<file path="src/rtl/hc86_xor_stream.sv">
// Purpose: WIDTH-lane XOR/XNOR/accumulate/change-detect stream stage with a DEPTH-entry output FIFO.
// Latency: 1 cycle from accepted operand pair to Y when the FIFO is empty.
// Backpressure: IN_READY = not full OR OUT_READY, so a full FIFO still accepts when popping.
// Optional feature: define HC86_PARITY_EN to add Y_PAR (XOR-reduction of each result, stored in the FIFO).
module hc86_xor_stream #(
    parameter int WIDTH = 4,
    parameter int DEPTH = 2
) (
    input  logic                         i_clk,
    input  logic                         i_rst_n,
    input  logic                         i_in_valid,
    output logic                         o_in_ready,
    input  logic [WIDTH-1:0]             i_a,
    input  logic [WIDTH-1:0]             i_b,
    input  logic [1:0]                   i_mode,
    input  logic                         i_clr_acc,
    output logic                         o_out_valid,
    input  logic                         i_out_ready,
    output logic [WIDTH-1:0]             o_y,
`ifdef HC86_PARITY_EN
    output logic                         o_y_par,
`endif
    output logic [$clog2(DEPTH+1)-1:0]   o_count
);

    localparam int CW = $clog2(DEPTH + 1);
    localparam int PW = $clog2(DEPTH);
`ifdef HC86_PARITY_EN
    localparam int FW = WIDTH + 1;
`else
    localparam int FW = WIDTH;
`endif

    localparam logic [1:0] MODE_XOR  = 2'b00;
    localparam logic [1:0] MODE_XNOR = 2'b01;
    localparam logic [1:0] MODE_ACC  = 2'b10;
    localparam logic [1:0] MODE_DIFF = 2'b11;

    logic [FW-1:0]    r_mem [DEPTH];
    logic [PW-1:0]    r_wptr;
    logic [PW-1:0]    r_rptr;
    logic [CW-1:0]    r_count;
    logic [WIDTH-1:0] r_acc;
    logic [WIDTH-1:0] r_prev_a;

    logic [WIDTH-1:0] w_ab;
    logic [WIDTH-1:0] w_res;
    logic [FW-1:0]    w_entry;
    logic [FW-1:0]    w_head;
    logic             w_push;
    logic             w_pop;

    assign w_ab        = i_a ^ i_b;
    assign o_out_valid = (r_count != '0);
    assign o_in_ready  = (r_count < CW'(DEPTH)) || i_out_ready;
    assign w_push      = i_in_valid && o_in_ready;
    assign w_pop       = o_out_valid && i_out_ready;
    assign o_count     = r_count;
    assign w_head      = r_mem[r_rptr];
    assign o_y         = o_out_valid ? w_head[WIDTH-1:0] : '0;
`ifdef HC86_PARITY_EN
    assign w_entry     = {^w_res, w_res};
    assign o_y_par     = o_out_valid & w_head[WIDTH];
`else
    assign w_entry     = w_res;
`endif

    // Result of the current operand pair; a same-cycle clear zeroes the stateful term first.
    always_comb begin
        w_res = w_ab;
        case (i_mode)
            MODE_XOR:  w_res = w_ab;
            MODE_XNOR: w_res = ~w_ab;
            MODE_ACC:  w_res = i_clr_acc ? w_ab : (r_acc ^ w_ab);
            MODE_DIFF: w_res = i_clr_acc ? w_ab : (w_ab ^ r_prev_a);
            default:   w_res = w_ab;
        endcase
    end

    // Stateful operands: accepted pair always refreshes prev_a; clear applies even without a transfer.
    always_ff @(posedge i_clk or negedge i_rst_n) begin
        if (!i_rst_n) begin
            r_acc    <= '0;
            r_prev_a <= '0;
        end else begin
            if (w_push && (i_mode == MODE_ACC)) begin
                r_acc <= w_res;
            end else if (i_clr_acc) begin
                r_acc <= '0;
            end
            if (w_push) begin
                r_prev_a <= w_ab;
            end else if (i_clr_acc) begin
                r_prev_a <= '0;
            end
        end
    end

    // Circular output buffer; pointers wrap naturally because DEPTH is a power of two.
    always_ff @(posedge i_clk or negedge i_rst_n) begin
        if (!i_rst_n) begin
            r_wptr  <= '0;
            r_rptr  <= '0;
            r_count <= '0;
            for (int i = 0; i < DEPTH; i++) begin
                r_mem[i] <= '0;
            end
        end else begin
            if (w_push) begin
                r_mem[r_wptr] <= w_entry;
                r_wptr        <= r_wptr + PW'(1);
            end
            if (w_pop) begin
                r_rptr <= r_rptr + PW'(1);
            end
            if (w_push && !w_pop) begin
                r_count <= r_count + CW'(1);
            end else if (w_pop && !w_push) begin
                r_count <= r_count - CW'(1);
            end
        end
    end

endmodule

</file>
<file path="config.mk">
export PLATFORM = sky130hd
export DESIGN_NAME = hc86_xor_stream
export DESIGN_NICKNAME = d
export VERILOG_FILES = /design/src/rtl/hc86_xor_stream.sv
export SDC_FILE = /design/constraint.sdc
export NUM_CORES = 1
export LEC_CHECK = 0
export CAP_MARGIN = 5
export CORE_MARGIN = 3
export CORE_UTILIZATION = 50
export CTS_BUF_LIST = sky130_fd_sc_hd__clkbuf_8
export CTS_CLUSTER_SIZE = 16
export DETAILED_ROUTE_END_ITERATION = 10
export PLACE_DENSITY_LB_ADDON = 0.25
export SYNTH_ARGS = -nofsm -noshare
export SYNTH_HDL_FRONTEND = slang
export SYNTH_SLANG_ARGS = --single-unit
export TNS_END_PERCENT = 5
</file>
<file path="constraint.sdc">
create_clock -name i_clk -period 1.6 [get_ports i_clk]
set_input_delay 0.32 -clock i_clk [delete_from_list [all_inputs] [get_ports i_clk]]
set_output_delay 0.32 -clock i_clk [all_outputs]
set_load 0.02 [all_outputs]
</file>
==> out/summary.txt <==
CLOCK TREE
----------------------------------------------------------------------------------------
Clock-pin slew of the registers on the worst-case setup and hold paths ....        80 ps
# hold bufs at CTS ........................................................            0
CTS H-Tree Depth ..........................................................            1
Clock tree root driver cell ............................................... sky130_fd_sc_hd__clkbuf_8
TritonCTS clock tree ......................................................         done
Maximum number of buffers from clock root to sink .........................            2
CTS Sinks .................................................................           20
Number of buffers added for setup after CTS ...............................            0
Source-to-sink clock delay at the later pin of the worst-skew pair ........       260 ps
Clock buffer count from CTS ...............................................            3

CELLS AND AREA
----------------------------------------------------------------------------------------
Fraction of final layout cells with drive strength greater than 1 .........        26.8%
Multi-input logic area ....................................................    621 sq um
Most used cells in the layout excluding fill and tap cells ................ sky130_fd_sc_hd__buf_4, sky130_fd_sc_hd__dfrtp_1, sky130_fd_sc_hd__nor2_1
Antenna Cells .............................................................            0
Commonest non-fill, non-tap cell in the layout ............................ sky130_fd_sc_hd__buf_4
Fillers ...................................................................          145
Register cell area after layout ...........................................    503 sq um
Number of nets in the final layout ........................................          174
Synth-to-layout area growth ...............................................        41.2%
Non-filler instance count after layout ....................................          184

LOGIC SYNTHESIS
----------------------------------------------------------------------------------------
Share of flip-flops with an asynchronous set or reset after synthesis .....         100%
Gate Count Post-Synth .....................................................          114
Number of warnings reported in the yosys synthesis log ....................            0
Average footprint of a synthesized cell ...................................   9.77 sq um
Count of flip-flops with a built-in enable after synthesis ................            0
Adder and majority cell fraction of the synthesized area ..................        1.12%
Multiplexer share of the synthesized area .................................        3.60%
Combined area of all synthesized cells ....................................   1110 sq um
Share of the synthesized area in compound gates (AO/OA/AOI/OAI) ...........        12.1%
Sequential-to-total area share from yosys stat ............................        44.9%
Synth cell types ..........................................................           26
Flip-flop and latch count after synthesis .................................           20
Fraction of synthesized cell area in xor and xnor cells ...................        13.4%
Dominant combinational cell family by area after synthesis ................ simple AND/OR/NAND/NOR gates
Most used DFF post-synth .................................................. sky130_fd_sc_hd__dfrtp_1
Net count of the mapped netlist ...........................................          130
Share of synthesized cell area in and, or, nand and nor gates .............        22.0%

TIMING
----------------------------------------------------------------------------------------
Slew margin rel. ..........................................................        73.3%
Setup violations, final ...................................................            2
RSZ-0062 raised after global routing ......................................         true
Number of hold violations in the final report .............................            0
Share of the clock period used by the worst path after layout .............         101%
Final clock skew ..........................................................      3.29 ps
Top achievable clock speed ................................................    0.618 GHz
Least-Margin Pin Slew .....................................................       400 ps
Final setup margin ........................................................     -19.1 ps
Minimum period implied by the final worst setup slack .....................      1620 ps
Max-slew violations .......................................................            0

ROUTING
----------------------------------------------------------------------------------------
Final routed wirelength across all metal layers ...........................      2.96 mm
Via count normalized by instance count ....................................         5.46
WL per Instance ...........................................................      16.1 um
Post-route DRC violation count ............................................            0
Initial DRT Pass Iterations ...............................................            4
Total via count in the routed design ......................................         1005
Final ANT Viol Nets .......................................................            0
First-iteration detailed-routing DRC count ................................           32

GRT
----------------------------------------------------------------------------------------
Largest net degree at the start of global routing .........................           21
Wire length of the first global-routing pass ..............................      4.12 mm
Antenna violations before repair ..........................................            0
Leftover overflow at the end of global routing ............................            0
Global Route Usage Sum ....................................................        20.7%
Via count of the first global-routing pass ................................          925

HOLD PATH
----------------------------------------------------------------------------------------
Classification of the worst-slack hold path ...............................  in -> async

PLACEMENT
----------------------------------------------------------------------------------------
Number of cells after detailed placement ..................................          180
Number of port buffers ....................................................           22
Routability-driven placement congestion ratio .............................        0.856
Post-Place Setup Slack ....................................................      -408 ps
Total half-perimeter wirelength after legalization and detailed placement .      1.86 mm

CRITICAL PATH
----------------------------------------------------------------------------------------
Startpoint types ..........................................................    flip-flop
Crit end category .........................................................   output pin
Path type of the worst setup path .........................................   reg -> out
R2r worst-path depth ......................................................            9
Max FO, Critical Path .....................................................            3
Critical register-to-register path startpoint .............................   o_count[1]
Arrival time worst endpoint ...............................................      1300 ps
Critical Path RT ..........................................................      1280 ps
Critical Path Source ......................................................   o_count[1]

POWER
----------------------------------------------------------------------------------------
Power density normalized to cell area ..................................... 1490 nW/um^2
Static power due to leakage ...............................................     0.706 nW
Largest vdd supply drop ...................................................   0.000929 V

FLOORPLANNING
----------------------------------------------------------------------------------------
Die Outline Area ..........................................................   2830 sq um
Width of the chip .........................................................      53.2 um
Floorplan row count .......................................................           16
Total core area ...........................................................   2040 sq um
Initial standard-cell utilization of the core .............................        54.5%
Die H .....................................................................      53.2 um
Count of boundary I/O pins ................................................           23

OUTCOME
----------------------------------------------------------------------------------------
Failing checks ............................................................ negative setup slack
Run status ................................................................ finished, violations left

JOB
----------------------------------------------------------------------------------------
Maximum Capacitance Violations ............................................            0

## Yosys cell counts (3+ instances only)
cell                       number  share of area [%]
sky130_fd_sc_hd__nor2_1        14                4.7
sky130_fd_sc_hd__dfrtp_1       20                 45
sky130_fd_sc_hd__nand2b_1       4                2.2
sky130_fd_sc_hd__a21boi_0       4                2.7
sky130_fd_sc_hd__o221ai_1       4                3.1
sky130_fd_sc_hd__nor2b_2        3                2.4
sky130_fd_sc_hd__xnor2_1       11                8.7
sky130_fd_sc_hd__a31oi_1        8                4.5
sky130_fd_sc_hd__xor2_1         6                4.7
sky130_fd_sc_hd__or3_1          4                2.2
sky130_fd_sc_hd__inv_1          3                1.0
sky130_fd_sc_hd__mux2i_1        4                3.6
sky130_fd_sc_hd__nand3_1        4                1.8
sky130_fd_sc_hd__o21ai_0        4                1.8
sky130_fd_sc_hd__nor2b_1        5                2.8
sky130_fd_sc_hd__nand2_1        6                2.0
## area by class of cell
cell class                      count  area share, %
Multi-Input combinational cell     87           39.5
Sequential cell                    20           32.0
Timing Repair Buffer               42           22.4
Clock buffer                        3           2.63
Tap cell                           27           2.15
Inverter                            4           1.11
Clock inverter                      1          0.239
## state kept, by name, summed over array words and instances (netlist names)
name / flops
o_count: 2
r_acc: 4
r_mem: 8
r_prev_a: 4
r_rptr: 1
r_wptr: 1
## critical path: stages, from the launching register on
cell	delay, ps
sky130_fd_sc_hd__dfrtp_2	440
sky130_fd_sc_hd__and2b_1	210
sky130_fd_sc_hd__inv_2	80
sky130_fd_sc_hd__clkdlybuf4s15_1	310
## through the flow
step                area, sq um  utilization (%)  total power [mW]  hold slack (ps)  setup TNS [ps]
floorplan                  1120                -              1.48             24.4               0
global placement           1510             73.7              1.99              514           -4050
detailed placement         1510             73.7              2.03              510           -4350
CTS                        1550             75.9              2.30              406           -23.9
global route               1570             77.0              2.51              421            -131
finish                     1570             77.0              2.34              396           -20.0
## routing by layer
metal	global-route usage, %	vias to the layer above	share of wire (%)
met4	7.23	0	2.6
met2	34.9	39	49
met1	25.4	476	42
li1	-	480	-
met3	5.07	10	5.7
met5	0	-	0
## logic make-up after synthesis
logic type / after synthesis
AOI/OAI and AO/OA: 20
buffers and inverters: 7
xor gates and xnor gates: 17
muxes: 4
adders and majority gates: 1
and+or+nand+nor: 45
DFF: 20
## path summary, 6_finish.rpt
check                        endpoint  slack [ps]
max                        o_in_ready         -20
min in group i_clk             r_wptr         530
min                            r_rptr         400
max in group asynchronous  o_count[1]         980
max reg2reg                o_count[1]           0
min reg2reg                    r_wptr         530
## power by group
part	internal, mW	leakage (nW)	switching (mW)
Clock	0.171	0.0269	0.172
Sequential	0.697	0.240	0.135
Combinational	0.545	0.440	0.622
## what timing repair did
action                                 4_1_cts  5_1_grt
endpoints found under the hold margin        0        0
gates cloned                                 0        0
pin swaps                                    2        3
setup endpoints to repair                   14       16
gates resized for setup                     15       17
(Power assumes the default switching activity.)
